## src/rtl/matmul_spi_sequencer.sv

```systemverilog
// SPI mode-0 master that turns an opcode/length command plus a byte stream into one
// chip-select frame for the matrix multiplier, returning captured read bytes.
module matmul_spi_sequencer #(
  parameter int unsigned CLK_DIV = 4,
  parameter int unsigned LEN_W   = 5
) (
  input  logic             clk,
  input  logic             rst_n,
  input  logic             cmd_valid,
  output logic             cmd_ready,
  input  logic [7:0]       cmd_opcode,
  input  logic [LEN_W-1:0] cmd_len,
  input  logic             tx_valid,
  input  logic [7:0]       tx_data,
  output logic             tx_ready,
  output logic             rx_valid,
  output logic [7:0]       rx_data,
  input  logic             abort,
  output logic             spi_csb,
  output logic             spi_clk,
  output logic             spi_sdi,
  input  logic             spi_sdo,
  output logic             busy,
  output logic             done,
  output logic             aborted
);

  localparam int unsigned BitW      = LEN_W + 3;
  localparam logic [7:0]  PhaseLast = 8'(CLK_DIV - 1);
  localparam logic [7:0]  GapDone   = 8'(CLK_DIV - 2);

  typedef enum logic [2:0] {StIdle, StSetup, StShift, StHold, StGap} state_e;

  state_e            state_q;
  logic [7:0]        cnt_q;
  logic [BitW-1:0]   bit_q;
  logic [LEN_W-1:0]  len_q;
  logic              high_q;
  logic              stall_q;
  logic              abort_q;
  logic              rd_q;
  logic [6:0]        sh_q;
  logic [6:0]        rx_sh_q;

  logic phase_end;
  logic abort_now;
  logic last_bit;
  logic byte_end;
  logic rx_byte;

  assign phase_end = (cnt_q == PhaseLast);
  assign abort_now = abort_q | abort;
  assign last_bit  = (bit_q == {len_q, 3'b111});
  assign byte_end  = (bit_q[2:0] == 3'b111);
  // Opcode-byte samples never produce a read byte.
  assign rx_byte   = rd_q && byte_end && (bit_q[BitW-1:3] != '0) && !abort_now;

  always_ff @(posedge clk or negedge rst_n) begin
    if (!rst_n) begin
      state_q   <= StIdle;
      cnt_q     <= '0;
      bit_q     <= '0;
      len_q     <= '0;
      high_q    <= 1'b0;
      stall_q   <= 1'b0;
      abort_q   <= 1'b0;
      rd_q      <= 1'b0;
      sh_q      <= '0;
      rx_sh_q   <= '0;
      cmd_ready <= 1'b1;
      tx_ready  <= 1'b0;
      rx_valid  <= 1'b0;
      rx_data   <= '0;
      spi_csb   <= 1'b1;
      spi_clk   <= 1'b0;
      spi_sdi   <= 1'b0;
      busy      <= 1'b0;
      done      <= 1'b0;
      aborted   <= 1'b0;
    end else begin
      tx_ready <= 1'b0;
      rx_valid <= 1'b0;
      done     <= 1'b0;
      aborted  <= 1'b0;
      case (state_q)
        StIdle: begin
          if (cmd_valid) begin
            len_q     <= cmd_len;
            rd_q      <= cmd_opcode[7];
            sh_q      <= cmd_opcode[6:0];
            spi_sdi   <= cmd_opcode[7];
            spi_csb   <= 1'b0;
            spi_clk   <= 1'b0;
            cmd_ready <= 1'b0;
            busy      <= 1'b1;
            abort_q   <= 1'b0;
            cnt_q     <= '0;
            state_q   <= StSetup;
          end
        end

        StSetup: begin
          if (abort) abort_q <= 1'b1;
          if (phase_end) begin
            cnt_q   <= '0;
            bit_q   <= '0;
            high_q  <= 1'b0;
            stall_q <= 1'b0;
            state_q <= abort_now ? StHold : StShift;
          end else begin
            cnt_q <= cnt_q + 8'd1;
          end
        end

        StShift: begin
          if (stall_q) begin
            // SCLK parked low waiting for write data; abort leaves immediately.
            if (abort_now) begin
              abort_q <= 1'b1;
              stall_q <= 1'b0;
              cnt_q   <= '0;
              state_q <= StHold;
            end else if (tx_valid) begin
              sh_q     <= tx_data[6:0];
              spi_sdi  <= tx_data[7];
              tx_ready <= 1'b1;
              stall_q  <= 1'b0;
              cnt_q    <= '0;
              high_q   <= 1'b0;
            end
          end else begin
            if (abort) abort_q <= 1'b1;
            if (!phase_end) begin
              cnt_q <= cnt_q + 8'd1;
            end else begin
              cnt_q <= '0;
              if (!high_q) begin
                if (abort_now) begin
                  state_q <= StHold;
                end else begin
                  high_q  <= 1'b1;
                  spi_clk <= 1'b1;
                end
              end else begin
                high_q  <= 1'b0;
                spi_clk <= 1'b0;
                rx_sh_q <= {rx_sh_q[5:0], spi_sdo};
                if (rx_byte) begin
                  rx_data  <= {rx_sh_q, spi_sdo};
                  rx_valid <= 1'b1;
                end
                if (abort_now || last_bit) begin
                  state_q <= StHold;
                end else begin
                  bit_q <= bit_q + 1'b1;
                  if (!byte_end) begin
                    spi_sdi <= sh_q[6];
                    sh_q    <= {sh_q[5:0], 1'b0};
                  end else if (rd_q) begin
                    spi_sdi <= 1'b0;
                    sh_q    <= '0;
                  end else if (tx_valid) begin
                    spi_sdi  <= tx_data[7];
                    sh_q     <= tx_data[6:0];
                    tx_ready <= 1'b1;
                  end else begin
                    stall_q <= 1'b1;
                  end
                end
              end
            end
          end
        end

        StHold: begin
          if (phase_end) begin
            cnt_q   <= '0;
            spi_csb <= 1'b1;
            spi_sdi <= 1'b0;
            state_q <= StGap;
          end else begin
            cnt_q <= cnt_q + 8'd1;
          end
        end

        StGap: begin
          // done/aborted are registered, so raise them one edge before GAP ends.
          if (cnt_q == GapDone) begin
            done    <= 1'b1;
            aborted <= abort_q;
          end
          if (phase_end) begin
            cnt_q     <= '0;
            busy      <= 1'b0;
            cmd_ready <= 1'b1;
            state_q   <= StIdle;
          end else begin
            cnt_q <= cnt_q + 8'd1;
          end
        end

        default: state_q <= StIdle;
      endcase
    end
  end

endmodule
```

## config.mk

```make
export PLATFORM = sky130hd
export DESIGN_NAME = matmul_spi_sequencer
export DESIGN_NICKNAME = d
export VERILOG_FILES = /design/src/rtl/matmul_spi_sequencer.sv
export SDC_FILE = /design/constraint.sdc
export NUM_CORES = 1
export LEC_CHECK = 0
export ABC_AREA = 1
export ABC_CLOCK_PERIOD_IN_PS = 2000
export CORE_MARGIN = 4
export CORE_UTILIZATION = 55
export CTS_CLUSTER_DIAMETER = 200
export CTS_CLUSTER_SIZE = 30
export DETAILED_ROUTE_END_ITERATION = 10
export GPL_TIMING_DRIVEN = 0
export PLACE_DENSITY_LB_ADDON = 0.05
export RECOVER_POWER = 100
export SLEW_MARGIN = 20
export SYNTH_ARGS = -nofsm -noshare
export SYNTH_HDL_FRONTEND = slang
export SYNTH_SLANG_ARGS = --single-unit
```

## constraint.sdc

```tcl
create_clock -name clk -period 2 [get_ports clk]
set_input_delay 0.4 -clock clk [delete_from_list [all_inputs] [get_ports clk]]
set_output_delay 0.4 -clock clk [all_outputs]
set_load 0.01 [all_outputs]
```

==> results <==
==> cell usage in the layout (no fill, tap or decap), types with 3 or more instances in the layout <==
| cell type | netlist | layout |
|---|---|---|
| a21oi_1 | 14 | 14 |
| clkbuf_1 | 4 | 6 |
| clkbuf_8 | 0 | 10 |
| clkdlybuf4s50_1 | 0 | 24 |
| clkinv_2 | 1 | 4 |
| dfrtp_1 | 57 | 57 |
| dlygate4sd3_1 | 0 | 18 |
| ha_1 | 4 | 4 |
| inv_1 | 53 | 54 |
| inv_2 | 8 | 7 |
| nand2_1 | 144 | 146 |
| nand2_2 | 6 | 4 |
| nand2_4 | 5 | 5 |
| nand3_1 | 29 | 30 |
| nand4_1 | 9 | 9 |
| nor2_1 | 35 | 34 |
| nor2_4 | 1 | 3 |
| nor3_1 | 3 | 3 |
| o21ai_0 | 32 | 36 |
| o21ai_1 | 1 | 4 |
| o21ai_2 | 16 | 9 |
| or2_2 | 4 | 4 |
| xor2_1 | 5 | 5 |
==> worst paths after layout <==
| check | slack [ns] | end | start | depth (start not counted) |
|---|---|---|---|---|
| max | 0.15 | spi_csb | spi_csb | 1 |
| min in group asynchronous | 0.64 | bit_q[6] | rst_n | 2 |
| max in group asynchronous | 0.36 | cmd_ready | rst_n | 3 |
| min | 0.47 | cmd_ready | cmd_ready | 2 |
| max reg2reg | 0.19 | bit_q[3] | bit_q[0] | 11 |
| min reg2reg | 0.47 | cmd_ready | cmd_ready | 2 |
==> metal layers <==
layer	share of wire, %	vias to the layer above	routed length [µm]
met2	48	94	3750
met4	1.5	0	114
li1	-	1555	-
met3	5.2	11	407
met1	46	1464	3580
met5	0	-	0
==> cells by family (layout without fill, tap and decap cells) <==
| logic type | Yosys count | after routing | share of synthesized area (%) |
|---|---|---|---|
| DFF | 59 | 59 | 43.5 |
| xor gates and xnor gates | 5 | 5 | 1.29 |
| muxes | 1 | 1 | 0.331 |
| buffers and inverters | 71 | 132 | 8.40 |
| and+or+nand+nor | 244 | 244 | 32.3 |
| AOI/OAI and AO/OA | 70 | 70 | 12.7 |
| adders and majority gates | 4 | 4 | 1.47 |
==> through the flow <==
stage	util [%]	power, mW	TNS, ns
global placement	65.7	3.46	-83.85
detailed placement	66.0	3.53	-3.37
global route	68.9	5.01	0
finish	68.9	4.64	0
CTS	69.4	4.63	0
floorplan	-	3.02	0
==> power breakdown <==
group | internal (mW) | leakage (nW) | switching, mW
logic | 0.663 | 1.18 | 1.20
registers | 1.47 | 0.774 | 0.217
clock network | 0.603 | 0.0991 | 0.478
total | 2.74 | 2.06 | 1.90
==> flip-flops by register name, summed over array words and instances (netlist names), 3 cells and up <==
signal	count
bit_q	8
cnt_q	8
len_q	5
rx_data	8
rx_sh_q	7
sh_q	7
state_q	3
==> layout make-up <==
type,instances,area (µm²)
Buffer,8,42.5
Clock buffer,11,141
Clock inverter,5,52.6
Fill cell,531,1850
Inverter,63,238
Multi-Input combinational cell,324,1610
Sequential cell,59,1480
Tap cell,75,93.8
Timing Repair Buffer,45,453
==> repair_timing <==
action                                 4_1_cts  5_1_grt
setup endpoints to repair                    0       10
hold buffers                                 1        0
buffers inserted                             0        1
gates resized for setup                      0        3
endpoints found under the hold margin        3        0
==> metrics <==
status=complete, no violations; GR Util met2=between 30 and 40%; most frequent cell after synthesis=nand2_1; synth warn=0; Final GP Congestion=a little under 0.9; Post-Place Cells=about 570; Final Cell Area=a little over 0.004 mm²; final worst setup slack=~0.15 ns; top_reg_cell synth=dfrtp_1; pin count of the biggest net entering global routing=31; Seq/Total Area, Yosys=43.5%; Tcrit/Tclk final=between 90% and 100%; Async SR Flop Fraction=100%; data required time of the worst path=around 1.6 ns; placed cell areas=a little under 0.004 mm²; Synth area leaders=dfrtp_1, nand2_1, inv_1; Bufs and invs on worst path=1; Mapped Cells=454; Reg clk slew, reported paths=approximately 0.07 ns; GRT Max-Usage Layer=met2; Hold Slack=between 0.4 and 0.5 ns; max incr delay on CP=0.60 ns; Final nets=~540; Fmax=around 0.54 GHz; Max transition margin=51.6%; crit path kind=flop to output pin; die area=0.00750 mm²; Worst Setup Start Kind=flop; Starting DRT DRC Count=around 160; global-route met3 utilization=under 10%; pwr dens=between 1000 and 1500 mW/mm²; Synth Area per Inst=roughly 7.5 µm²; final setup violation count=0; vias in the first global route=around 3.1k; Post-Synthesis Cell Area=0.00340 mm²; Starting Density=about 57%; Core Region=between 0.005 and 0.006 mm²; Total GRT Usage=a little under a quarter; CTS tree=yes; # IOs=44; Syn-to-layout area delta=20.8%; clock skew=between 0.015 and 0.02 ns; Final Hold Vio Count=0; most frequent cells after synthesis=nand2_1, dfrtp_1, inv_1; Worst-Skew Late Latency=between 0.3 and 0.4 ns; first-pass GRT wire length=13,600 µm; diode count=0; H-tree depth=3; worst path cell trace=dlygate4sd3_1; HPWL Detailed=~5600 µm; max-cap viol count=0; layout cells sized above 1=11.8%; TritonCTS sink count=just under 60; Num CTS Buffers=9; worst path arrival time=~1.5 ns; Finished Layout Cells=slightly below 600; die width=86.6 µm; PortBufs=42; Post-synth EDFFs=0; CP Max Fanout=2; RSZ-0062 raised after global routing=false; Final Slew Violations=0; die height=a little under 90 µm; post-route ant nets=0; initial antenna violation count=0; CP Capture Type=output pin; Unique masters post-synth=35; grt total ovfl=0; routed wire length=7860 µm; flops & latches, synth=between 50 and 60; Mapped Nets=485; drt via density=roughly 5.3; leakage power=2.06 nW; Clock Tree Buf Depth=2; maximum vdd drop=751 µV; Slowest cell on crit path=dlygate4sd3_1; Tightest Hold Check Type=flop to flop; wire length per cell=approximately 13 µm; delay-heaviest family, CP=buffers and inverters; Tmin final=roughly 1.9 ns; TritonRoute pass-1 iters=5; top cell type's share of synthesized area=42.0%; Worst Tran Pin Value=0.725 ns; DRC violations left=0; most area-hungry cell type in the Yosys netlist=dfrtp_1; met1 GRT Util=between 20% and 30%; # rows=28; via count=around 3.1k; Post-Place Setup Slack=-0.261 ns; Root Buffer=clkbuf_8
No activity file was read; power rests on OpenSTA's default activity.
